==> config.mk <==
export PLATFORM = sky130hd
export DESIGN_NAME = mips_inst_encoder
export DESIGN_NICKNAME = d
export VERILOG_FILES = /design/src/rtl/mips_inst_encoder.sv
export SDC_FILE = /design/constraint.sdc
export NUM_CORES = 1
export LEC_CHECK = 0
export ABC_AREA = 1
export CAP_MARGIN = 0
export CORE_MARGIN = 2
export CORE_UTILIZATION = 47
export CTS_CLUSTER_DIAMETER = 40
export DETAILED_ROUTE_END_ITERATION = 6
export PLACE_DENSITY = 0.9
export SKIP_LAST_GASP = 1
export SYNTH_ARGS = -nofsm -noshare
export SYNTH_HDL_FRONTEND = slang
export SYNTH_SLANG_ARGS = --single-unit
==> constraint.sdc <==
create_clock -name clk -period 3 [get_ports clk]
set_input_delay 0.45 -clock clk [delete_from_list [all_inputs] [get_ports clk]]
set_output_delay 0.45 -clock clk [all_outputs]
set_load 0.1 [all_outputs]
==> src/rtl/mips_inst_encoder.sv <==
// Program loader: encodes instruction-build requests into MIPS words, streams them into
// instruction memory at consecutive word addresses, then releases the core after a hold delay.
module mips_inst_encoder #(
    parameter int unsigned ADDR_W   = 6,
    parameter int unsigned RST_HOLD = 4
) (
    input  logic              clk,
    input  logic              resetn,
    input  logic              req_valid,
    output logic              req_ready,
    input  logic [2:0]        req_kind,
    input  logic [4:0]        req_rs,
    input  logic [4:0]        req_rt,
    input  logic [4:0]        req_rd,
    input  logic [5:0]        req_funct,
    input  logic [15:0]       req_imm,
    input  logic [25:0]       req_target,
    input  logic              req_last,
    output logic              imem_we,
    input  logic              imem_ready,
    output logic [ADDR_W-1:0] imem_addr,
    output logic [31:0]       imem_wdata,
    output logic              err_illegal,
    output logic              err_ovf,
    output logic              load_done,
    output logic              cpu_resetn
);
    typedef enum logic [1:0] {S_LOAD, S_HOLD, S_DONE} state_t;

    state_t            r_state;
    state_t            w_state_nxt;
    logic [ADDR_W-1:0] r_cnt;
    logic              r_ovf;
    logic              r_valid;
    logic              r_last;
    logic [ADDR_W-1:0] r_addr;
    logic [31:0]       r_wdata;
    logic              r_err_ill;
    logic              r_err_ovf;
    logic [7:0]        r_hold;

    logic [31:0]       w_word;
    logic              w_legal;
    logic              w_accept;
    logic              w_write;
    logic              w_drain;
    logic              w_end;
    logic              w_hold_end;

    always_comb begin
        w_word  = '0;
        w_legal = 1'b1;
        case (req_kind)
            3'd0:    w_word = {6'b000000, req_rs, req_rt, req_rd, 5'b00000, req_funct};
            3'd1:    w_word = {6'b100011, req_rs, req_rt, req_imm};
            3'd2:    w_word = {6'b101011, req_rs, req_rt, req_imm};
            3'd3:    w_word = {6'b000100, req_rs, req_rt, req_imm};
            3'd4:    w_word = {6'b001000, req_rs, req_rt, req_imm};
            3'd5:    w_word = {6'b000010, req_target};
            default: w_legal = 1'b0;
        endcase
    end

    assign w_accept   = req_valid & req_ready;
    assign w_write    = w_accept & w_legal & ~r_ovf;
    assign w_drain    = r_valid & imem_ready;
    // A dropped/illegal last request can only be accepted when the register is empty or draining,
    // so the program ends on that same edge.
    assign w_end      = (w_drain & r_last) | (w_accept & ~w_write & req_last);
    assign w_hold_end = (r_hold == 8'(RST_HOLD));

    always_ff @(posedge clk or negedge resetn) begin
        if (!resetn) begin
            r_valid <= 1'b0;
            r_last  <= 1'b0;
            r_addr  <= '0;
            r_wdata <= '0;
        end else if (w_write) begin
            r_valid <= 1'b1;
            r_last  <= req_last;
            r_addr  <= r_cnt;
            r_wdata <= w_word;
        end else if (w_drain) begin
            r_valid <= 1'b0;
        end
    end

    always_ff @(posedge clk or negedge resetn) begin
        if (!resetn) begin
            r_cnt     <= '0;
            r_ovf     <= 1'b0;
            r_err_ill <= 1'b0;
            r_err_ovf <= 1'b0;
        end else begin
            if (w_write) begin
                r_cnt <= r_cnt + 1'b1;
                if (r_cnt == '1) r_ovf <= 1'b1;
            end
            if (w_accept & ~w_legal) r_err_ill <= 1'b1;
            if (w_accept & w_legal & r_ovf) r_err_ovf <= 1'b1;
        end
    end

    always_ff @(posedge clk or negedge resetn) begin
        if (!resetn) begin
            r_hold <= '0;
        end else if (r_state == S_HOLD && !w_hold_end) begin
            r_hold <= r_hold + 8'd1;
        end
    end

    always_ff @(posedge clk or negedge resetn) begin
        if (!resetn) r_state <= S_LOAD;
        else         r_state <= w_state_nxt;
    end

    always_comb begin
        w_state_nxt = r_state;
        case (r_state)
            S_LOAD:  if (w_end) w_state_nxt = S_HOLD;
            S_HOLD:  if (w_hold_end) w_state_nxt = S_DONE;
            default: w_state_nxt = S_DONE;
        endcase
    end

    always_comb begin
        req_ready  = (r_state == S_LOAD) & (~r_valid | imem_ready);
        load_done  = (r_state == S_DONE);
        cpu_resetn = (r_state == S_DONE);
    end

    assign imem_we     = r_valid;
    assign imem_addr   = r_addr;
    assign imem_wdata  = r_wdata;
    assign err_illegal = r_err_ill;
    assign err_ovf     = r_err_ovf;
endmodule

==> flow_summary.toml <==
[status]
run_status = "complete, no violations"

[sta]
timing.clock.skew_ns = 0.00683
fin_ws_ns = 0.847
finalSetupTns_ns = 0
timing.fmax_ghz = 0.465
slew_viol_final = 0
timing.final.crit_share = 0.718
setup-violations-final = 0
final.min_clock_period_ns = 2.15
relSlewSlack = 0.513
tightestPinTransition_ns = 0.730
timing.final.hold_violations = 0
setup_repair_after_global_routing_missed_its_margin = "false"

[layout]
post-route-util = 0.693
final_net_count = 554
postLayoutCellArea_um2 = 4130
diodes = 0
syn_to_layout_area_delta_pct = 41.1
drive_gt1_frac = 0.163
fillCellCount = 499
multi_input_comb_area_um2 = 1280
non_filler_instances = 560
seq_area_um2 = 1430

[power]
p_clk_frac = 0.442
net-switching-power_uw = 364
seq_power_share = 0.457
pwr_density_cell_nw_per_um2 = 407
power.leakage_uw = 0.00218
cellInternalPower_uw = 1320
vdd_ir_drop_max_mv = 0.340
switching_share = 0.217
comb_power_share = 0.100

[floorplan]
core_area_um2 = 5960
die-height_um = 82.9
placement_rows = 28
die_w_um = 82.9
fp.dieArea_um2 = 6870
initial_core_util = 0.491
top_level_ports = 115

[synth]
syn-mean-instance-area_um2 = 7.88
yosysSeqAreaShare = 0.488
mappedNetlistArea_um2 = 2930
synth_top_area_frac = 0.488
synth.ff_latch_count = 57
ys.warnings.count = 0
synth_cells = 371
post_synth_num_cell_types = 29
synth.largest_area_cell = "sky130_fd_sc_hd__dfrtp_1"
synth_top_cells_by_area = "sky130_fd_sc_hd__dfrtp_1 (49%), sky130_fd_sc_hd__nand2_1 (23%), sky130_fd_sc_hd__nand3_1 (2.9%)"
syn_nets = 445

[place]
detailed_place_hpwl_um = 5450
dpl_cell_area_um2 = 3920
placed_cells = 544
io_buffers = 113
pre_cts_slack_ns = 0.514
finalWeightedCongestion = 0.934

[critical_path]
crit-reg2reg-launch = "r_state[1]"
timing.critical_path.arrival_ns = 2.41
start_kind = "primary input"
critical_path.max_fanout = 16
setup.worst_path.class = "primary input to register"
timing.critical_path.required_ns = 3.26
timing.critical_path.to_type = "register"
reg2reg_depth = 7
rr_endpoint = "imem_wdata[27]"
r2r_setup_slack_ns = 1.37

[clocking]
clkTransAtPathRegs_ns = 0.06
tritoncts.num_buffers = 9
cts_resized = 0
cts_sinks = 57
clock_path_buffers = 2
holdBufCountCts = 0
tritoncts = "built"
ctsRootBufferMaster = "sky130_fd_sc_hd__clkbuf_8"
post_cts_setup_buffers = 0
cts_max_level = 3
clk-insertion-delay-late_ns = 0.34

[route]
drcViolationCount = 0
dr.pass1.iters = 4
post_drt_via_cell_ratio = 5.00
num_vias = 2800
route.final.wire_length_um = 7490
first_iter_violations = 137
postRouteAntennaNets = 0
routed_wl_per_cell_um = 13.4

[min_path]
hold_path.class = "primary input to asynchronous set/reset pin"

[grt]
first_pass_grt_wire_length_um = 12300
vias_in_the_first_global_route = 2750
grt_antenna_before_repair = 0
gr-usage-all-layers = 0.223
globalRoute.totalOverflow = 0
largest_net_degree_at_the_start_of_global_routing = 56

[flow_run]
total_of_max_cap_violations = 0
==> cells by family after synthesis <==
| group | after synthesis | share of synthesized area |
|---|---|---|
| xor+xnor | 11 | 0.0329 |
| simple gates | 220 | 0.302 |
| fa+ha+maj | 3 | 0.0128 |
| flops | 57 | 0.488 |
| other cells | 1 | 0.00128 |
| buf+inv | 39 | 0.0757 |
| compound gates | 40 | 0.0873 |
==> worst max-delay path by stage <==
stage                     start       endpoint  slack, ns
detailed placement  req_kind[1]  imem_wdata[7]       0.51
global route        req_kind[1]  imem_wdata[4]       0.62
floorplan            r_state[0]      load_done       0.37
CTS                 req_kind[1]  imem_wdata[7]       0.86
global placement    req_kind[1]  imem_wdata[4]       0.66
finish              req_kind[1]  imem_wdata[7]       0.85
==> metrics by stage <==
stage / hold WS [ns] / power [uW]
floorplan: 0.154 / 835
global placement: 0.441 / 949
detailed placement: 0.450 / 952
CTS: 0.194 / 1690
global route: 0.233 / 1740
finish: 0.171 / 1680
==> power groups by stage <==
stage	Clock [uW]	Sequential, uW	Combinational, uW
global route	788	768	186
CTS	753	769	171
floorplan	0	783	52.4
global placement	0	783	167
finish	743	769	168
detailed placement	0	783	169
==> registers in the layout, indices dropped and copies added, names as in the netlist <==
register and count:
imem_wdata 30, r_hold 8, imem_addr 6, r_cnt 6, r_state 2, err_illegal 1, err_ovf 1, imem_we 1
r_last 1, r_ovf 1
==> synthesized netlist by cell type, drive strengths merged <==
cell type and count:
nand2 184, dfrtp 57, o21ai 30, inv 20
nand3 18, buf 16, nor2 12, xor2 8
a22oi 5, nor3 4, clkbuf 3, ha 3
xnor2 3, a21oi 2, a21o 1, a31o 1
conb 1, nand3b 1, nand4 1, o211ai 1
==> layer usage <==
| metal | share of wire | wire (um) | track usage |
|---|---|---|---|
| met1 | 0.39 | 2930 | 0.251 |
| met2 | 0.49 | 3680 | 0.380 |
| met3 | 0.10 | 747 | 0.0855 |
| met4 | 0.018 | 132 | 0.0894 |
| met5 | 0 | 0 | 0 |
==> critical path: stages <==
cell,delay [ns]
sky130_fd_sc_hd__clkdlybuf4s50_1,0.49
sky130_fd_sc_hd__nor2_1,0.59
sky130_fd_sc_hd__nand2_1,0.11
sky130_fd_sc_hd__nand2_1,0.43
sky130_fd_sc_hd__a22oi_1,0.17
sky130_fd_sc_hd__o21ai_2,0.16
==> layout make-up <==
class | count | share of cell area
Clock inverter | 2 | 0.00848
Tap cell | 75 | 0.0227
Sequential cell | 57 | 0.345
Timing Repair Buffer | 117 | 0.254
Multi-Input combinational cell | 275 | 0.309
Inverter | 20 | 0.0182
Clock buffer | 14 | 0.0418
==> cells in the final DEF, fill, tap and decap left out, types with 2 or more instances in the layout <==
cell type / Yosys / layout
sky130_fd_sc_hd__inv_2: 2 / 2
sky130_fd_sc_hd__a22oi_1: 5 / 5
sky130_fd_sc_hd__clkdlybuf4s50_1: 0 / 69
sky130_fd_sc_hd__clkbuf_1: 3 / 2
sky130_fd_sc_hd__nor3_1: 4 / 4
sky130_fd_sc_hd__clkbuf_8: 0 / 12
sky130_fd_sc_hd__nor2_4: 2 / 2
sky130_fd_sc_hd__dfrtp_1: 57 / 57
sky130_fd_sc_hd__nor2_1: 9 / 9
sky130_fd_sc_hd__ha_1: 3 / 3
sky130_fd_sc_hd__xor2_1: 8 / 8
sky130_fd_sc_hd__nand2_1: 183 / 183
sky130_fd_sc_hd__a21oi_1: 2 / 2
sky130_fd_sc_hd__xnor2_1: 3 / 3
sky130_fd_sc_hd__inv_1: 18 / 18
sky130_fd_sc_hd__o21ai_1: 4 / 4
sky130_fd_sc_hd__o21ai_2: 9 / 9
sky130_fd_sc_hd__o21ai_0: 17 / 17
sky130_fd_sc_hd__buf_4: 7 / 47
sky130_fd_sc_hd__nand3_1: 17 / 17
Note: power is estimated with default switching activity, not from simulation.
